==> config.mk <==
export PLATFORM = sky130hd
export DESIGN_NAME = muldiv_alu
export DESIGN_NICKNAME = d
export VERILOG_FILES = /design/src/rtl/muldiv_alu.sv
export SDC_FILE = /design/constraint.sdc
export NUM_CORES = 1
export LEC_CHECK = 0
export ABC_AREA = 0
export CAP_MARGIN = 20
export CORE_MARGIN = 3
export CORE_UTILIZATION = 45
export DETAILED_ROUTE_END_ITERATION = 16
export GPL_TIMING_DRIVEN = 0
export HOLD_SLACK_MARGIN = 0.05
export REMOVE_ABC_BUFFERS = 1
export SYNTH_ARGS = -nofsm -noshare
export SYNTH_HDL_FRONTEND = slang
export SYNTH_SLANG_ARGS = --single-unit
==> constraint.sdc <==
create_clock -name clk -period 5 [get_ports clk]
set_input_delay 1 -clock clk [delete_from_list [all_inputs] [get_ports clk]]
set_output_delay 1 -clock clk [all_outputs]
set_load 0.02 [all_outputs]
==> src/rtl/muldiv_alu.sv <==
// muldiv_alu: single-cycle logic/arith ALU plus iterative shift-add multiply and restoring divide
module muldiv_alu #(
  parameter int N = 32
) (
  input  logic         clk,
  input  logic         resetn,
  input  logic         in_valid,
  output logic         in_ready,
  input  logic [3:0]   op,
  input  logic [N-1:0] a,
  input  logic [N-1:0] b,
  output logic         out_valid,
  input  logic         out_ready,
  output logic [N-1:0] result,
  output logic [N-1:0] result_hi,
  output logic         zero,
  output logic         div_by_zero
);
  localparam logic [1:0] IDLE = 2'd0, BUSY = 2'd1, DONE = 2'd2;
  localparam int CW = $clog2(N);
  logic [1:0] state;
  logic is_div, accept, multi, qb;
  logic [CW-1:0] cnt;
  logic [N-1:0] opb, acc_hi, acc_lo, nhi, nlo, alu_r;
  logic [N:0] madd, dsh, dsub;
  assign in_ready = state == IDLE;
  assign out_valid = state == DONE;
  assign accept = in_valid && in_ready;
  assign multi = op == 4'b1000 || (op == 4'b1001 && b != '0);
  // acc_hi/acc_lo is the product (multiplier shifts out of acc_lo) or remainder/quotient pair
  assign madd = {1'b0, acc_hi} + (acc_lo[0] ? {1'b0, opb} : '0);
  assign dsh = {acc_hi, acc_lo[N-1]};
  assign dsub = dsh - {1'b0, opb};
  assign qb = ~dsub[N];
  assign nhi = is_div ? (qb ? dsub[N-1:0] : dsh[N-1:0]) : madd[N:1];
  assign nlo = is_div ? {acc_lo[N-2:0], qb} : {madd[0], acc_lo[N-1:1]};
  always_comb begin
    case (op)
      4'b0000: alu_r = a & b;
      4'b0001: alu_r = a | b;
      4'b0010: alu_r = a + b;
      4'b0011: alu_r = {{(N-1){1'b0}}, a < b};
      4'b0100: alu_r = a & ~b;
      4'b0101: alu_r = a | ~b;
      4'b0110: alu_r = a - b;
      4'b0111: alu_r = {{(N-1){1'b0}}, $signed(a) < $signed(b)};
      4'b1001: alu_r = '1;
      default: alu_r = '0;
    endcase
  end
  always_ff @(posedge clk or negedge resetn) begin
    if (!resetn) begin
      state <= IDLE;
      is_div <= 1'b0;
      cnt <= '0;
      opb <= '0;
      acc_hi <= '0;
      acc_lo <= '0;
      result <= '0;
      result_hi <= '0;
      zero <= 1'b0;
      div_by_zero <= 1'b0;
    end else begin
      case (state)
        IDLE: if (accept) begin
          opb <= b;
          acc_hi <= '0;
          acc_lo <= a;
          cnt <= '0;
          is_div <= op[0];
          if (multi) state <= BUSY;
          else begin
            state <= DONE;
            result <= alu_r;
            result_hi <= op == 4'b1001 ? a : '0;
            zero <= alu_r == '0;
            div_by_zero <= op == 4'b1001;
          end
        end
        BUSY: begin
          acc_hi <= nhi;
          acc_lo <= nlo;
          cnt <= cnt + 1'b1;
          if (cnt == CW'(N - 1)) begin
            state <= DONE;
            result <= nlo;
            result_hi <= nhi;
            zero <= nlo == '0;
            div_by_zero <= 1'b0;
          end
        end
        DONE: if (out_ready) state <= IDLE;
        default: state <= IDLE;
      endcase
    end
  end
endmodule

==> results list <==
- Result of the run: finished clean
* Average wire per standard cell: 23.4 um
* Max-slew headroom at the worst pin: 30.6%
- Fraction of the cycle the final worst path needs: roughly 97%
- Pin count of the biggest net entering global routing: just over 100
- Derived from the worst setup path, the maximum achievable clock frequency is ~210 MHz.
- STA puts the critical path data arrival time at approximately 5.2 ns.
- In this run, CTS created clock tree buffers numbering 17.
- Clock net sink count: 170
* Fin crit period: slightly below 5 ns
- STA classifies the critical path startpoint as a primary input.
- Power spread over the standard cell area amounts to roughly 500 nW/um2.
* Clock input transition at the sequential cells of the worst setup and hold paths: 0.07 ns
- Summed over all layers, the routed wires come to 64800 um.
* Global-route wire length before repair: 98700 um
* Hold buffer count at cts: 0
* Floorplan die height: 199 um
- Final Skew: 0.0114 ns
- Of the cells placed in the final design, the portion with a size suffix greater than 1 is 5.32%.
* Class of the most critical setup path: in -> reg
* Leading cell types by count after synthesis: 263 x sky130_fd_sc_hd__nand2_1, 219 x sky130_fd_sc_hd__a21oi_1, 191 x sky130_fd_sc_hd__nor2_1, 185 x sky130_fd_sc_hd__o21ai_0, 170 x sky130_fd_sc_hd__dfrtp_1
- For this design the static power due to leakage is approximately 8.7 nW.
- Num rows: 70
* Number of vias per cell after detailed routing: 6.27
* Synthesis-stage register bit count: 170
- Core box area: 36700 um2
- Sorting the synthesized cells by area gives the leading types as sky130_fd_sc_hd__dfrtp_1 25%, sky130_fd_sc_hd__ha_1 9.6%, sky130_fd_sc_hd__a21oi_1 6.5%.
- STA classifies the critical path endpoint as a flip-flop.
- TritonCTS clock tree: built
* Count of mapped cells out of synthesis: about 2200
- The synthesized design contains 0 enable-type register cells.
* Overflow left after global routing: 0
* Final number of hold-violating endpoints: 0
* Slew at the pin with the worst max-slew slack: 1.04 ns
* Half-perimeter wire length after detailed placement: roughly 50000 um
- After synthesis, the share of flip-flops with an asynchronous set or reset is 100%.
* Number of H-tree levels: 4
- No sink is reached through more buffers than the 2 on the longest clock path.
- Via count: between 15000 and 20000
* Reg2reg setup slack: 0.30 ns
* IO buf count: 139
- The die covers 39600 um2.
- Routability-driven placement finished with a final weighted congestion of 0.969.
- Area after DPL: 18700 um2
- Global-route total usage across every layer: 32.5%
- Number of maximum-capacitance violations: 0
- The first TritonRoute pass finished after 6 iterations.
- Final setup fails: 0
* Setup TNS: 0 ns
* Unique masters post-synth: 82
* Average cell area after synthesis: 7.52 um2
- Io pins: 140
* Post-synthesis to final-layout area growth: 16.5%
- After detailed routing, the number of remaining DRC violations is 0.
* Antenna viol nets, final: 0
- Latest clock arrival within the worst-skew pair: 0.48 ns
- Non-Filler Cell Area, Final: 19500 um2
- Share of Yosys cell area claimed by the top area cell type: around 25%
- Summing every instance area after synthesis gives 16800 um2.
- Sequential fraction of the synthesis area: 25.4%
- Antenna violations before repair: 3
* Ys flop type: sky130_fd_sc_hd__dfrtp_1
* Die Wd: 199 um
* Count of warnings emitted by yosys: 0
* CTS root buffer: sky130_fd_sc_hd__clkbuf_16
- Worst VDD drop: 395 uV
- Cell taking the most area after synthesis: sky130_fd_sc_hd__dfrtp_1
- Hold WC Path Type: reg -> reg
- Along the worst path, the maximum fanout reaches 7.
- Effective utilization at floorplan: 45.7%
* Net total in the final layout: 2486
- Initial detailed-routing violation count: 1414
- STA puts the critical path data required time at 5.39 ns.
- Slew Viols, Final: 0
- Number of global-route vias before repair: 16300
* Top-count cell post-synth: sky130_fd_sc_hd__nand2_1
-- timing repair --
item                                    4_1_cts  5_1_grt
endpoints found under the setup margin        1       17
gates cloned                                  1        0
hold endpoints to repair                      0        0
resized for setup                            18       17
pin swaps                                     0        2
setup buffers                                 1        3
-- flip-flops by register name, indices dropped and copies added, names as in the netlist --
| name | flops |
|---|---|
| acc_hi | 32 |
| acc_lo | 32 |
| cnt | 5 |
| div_by_zero | 1 |
| is_div | 1 |
| opb | 32 |
| result | 32 |
| result_hi | 32 |
| state | 2 |
| zero | 1 |
-- critical path, cell delays in order --
cell and delay, ns:
sky130_fd_sc_hd__clkdlybuf4s50_1 0.64, sky130_fd_sc_hd__inv_1 0.16, sky130_fd_sc_hd__ha_1 0.41, sky130_fd_sc_hd__a21oi_1 0.31, sky130_fd_sc_hd__o21ai_1 0.09, sky130_fd_sc_hd__a41o_1 0.29, sky130_fd_sc_hd__o21bai_2 0.30, sky130_fd_sc_hd__a21oi_1 0.18
sky130_fd_sc_hd__o311a_1 0.31, sky130_fd_sc_hd__a221o_1 0.34, sky130_fd_sc_hd__a2111oi_1 0.47, sky130_fd_sc_hd__nand4_1 0.20, sky130_fd_sc_hd__nor4_1 0.32, sky130_fd_sc_hd__nand2_1 0.11, sky130_fd_sc_hd__o211ai_1 0.10
-- metrics by stage --
step | util (%) | instances | hold WS [ns] | power, mW | setup WS [ns]
2_1_floorplan | - | 2092 | 0.468 | 6.20 | -0.312
3_3_place_gp | 49.6 | 2699 | 0.453 | 8.12 | -6.85
3_5_place_dp | 51.1 | 2725 | 0.455 | 8.31 | -1.13
4_1_cts | 53.0 | 2759 | 0.470 | 9.81 | 0.0177
5_1_grt | 53.2 | 2765 | 0.494 | 10.6 | -0.00269
6_report | 53.2 | 2765 | 0.463 | 9.87 | 0.154
-- routing by layer --
metal	vias to the layer above	global-route usage (%)	part of all wire, %
li1	8183	-	-
met1	8421	46.6	46
met2	650	50.5	45
met3	81	4.42	6.6
met4	0	11.0	2.5
met5	-	0	0
-- cell usage in the layout, fill, tap and decap left out, types with 27 or more instances in the layout --
master,Yosys,routed
sky130_fd_sc_hd__nand2_1,263,263
sky130_fd_sc_hd__a21oi_1,219,218
sky130_fd_sc_hd__nor2_1,191,190
sky130_fd_sc_hd__o21ai_0,185,185
sky130_fd_sc_hd__dfrtp_1,170,169
sky130_fd_sc_hd__clkdlybuf4s50_1,0,125
sky130_fd_sc_hd__ha_1,129,123
sky130_fd_sc_hd__inv_1,108,106
sky130_fd_sc_hd__o31ai_1,60,60
sky130_fd_sc_hd__nor2b_1,56,55
sky130_fd_sc_hd__a21o_1,55,55
sky130_fd_sc_hd__a211oi_1,52,51
sky130_fd_sc_hd__xnor2_1,50,49
sky130_fd_sc_hd__mux2i_1,47,47
sky130_fd_sc_hd__and2_1,41,40
sky130_fd_sc_hd__nand3_1,39,39
sky130_fd_sc_hd__o211ai_1,32,32
sky130_fd_sc_hd__nor3_1,32,30
sky130_fd_sc_hd__xor2_1,28,28
sky130_fd_sc_hd__a31oi_1,27,27
-- area by class of cell --
cell class	instances	area, um2
Multi-Input combinational cell	1812	11700
Clock buffer	20	457
Tap cell	468	586
Timing Repair Buffer	169	1920
Clock inverter	12	161
Sequential cell	170	4260
Fill cell	3579	17200
Inverter	111	417
Antenna cell	3	7.51
-- kinds of logic after synthesis --
| kind of cell | after synthesis | share of synthesized area (%) |
|---|---|---|
| adder cells (fa/ha/maj) | 133 | 10.1 |
| buffers and inverters | 249 | 5.67 |
| flip-flops | 170 | 25.4 |
| multiplexers | 58 | 3.54 |
| AO/OA/AOI/OAI | 813 | 31.0 |
| XOR/XNOR | 78 | 4.07 |
| AND/OR/NAND/NOR | 729 | 20.3 |
-- report_power, final --
part	internal, mW	leakage [nW]	switching [mW]
Clock	0.818	0.299	0.614
Sequential	1.96	2.17	0.583
Combinational	2.47	6.21	3.43
-- worst paths after layout --
check,from,cells after the start,to
worst min-delay path,result[11]$_DFFE_PN0P_,2,result[11]$_DFFE_PN0P_
worst max register to register,acc_lo[31]$_DFFE_PN0P_,20,result_hi[5]$_DFFE_PN0P_
min in group asynchronous,resetn,1,cnt[2]$_DFFE_PN0P_
max in group asynchronous,resetn,2,acc_hi[1]$_DFFE_PN0P_
worst max-delay path,b[6],15,zero$_DFFE_PN0P_
worst min register to register,result[11]$_DFFE_PN0P_,2,result[11]$_DFFE_PN0P_
(Power assumes the default switching activity.)
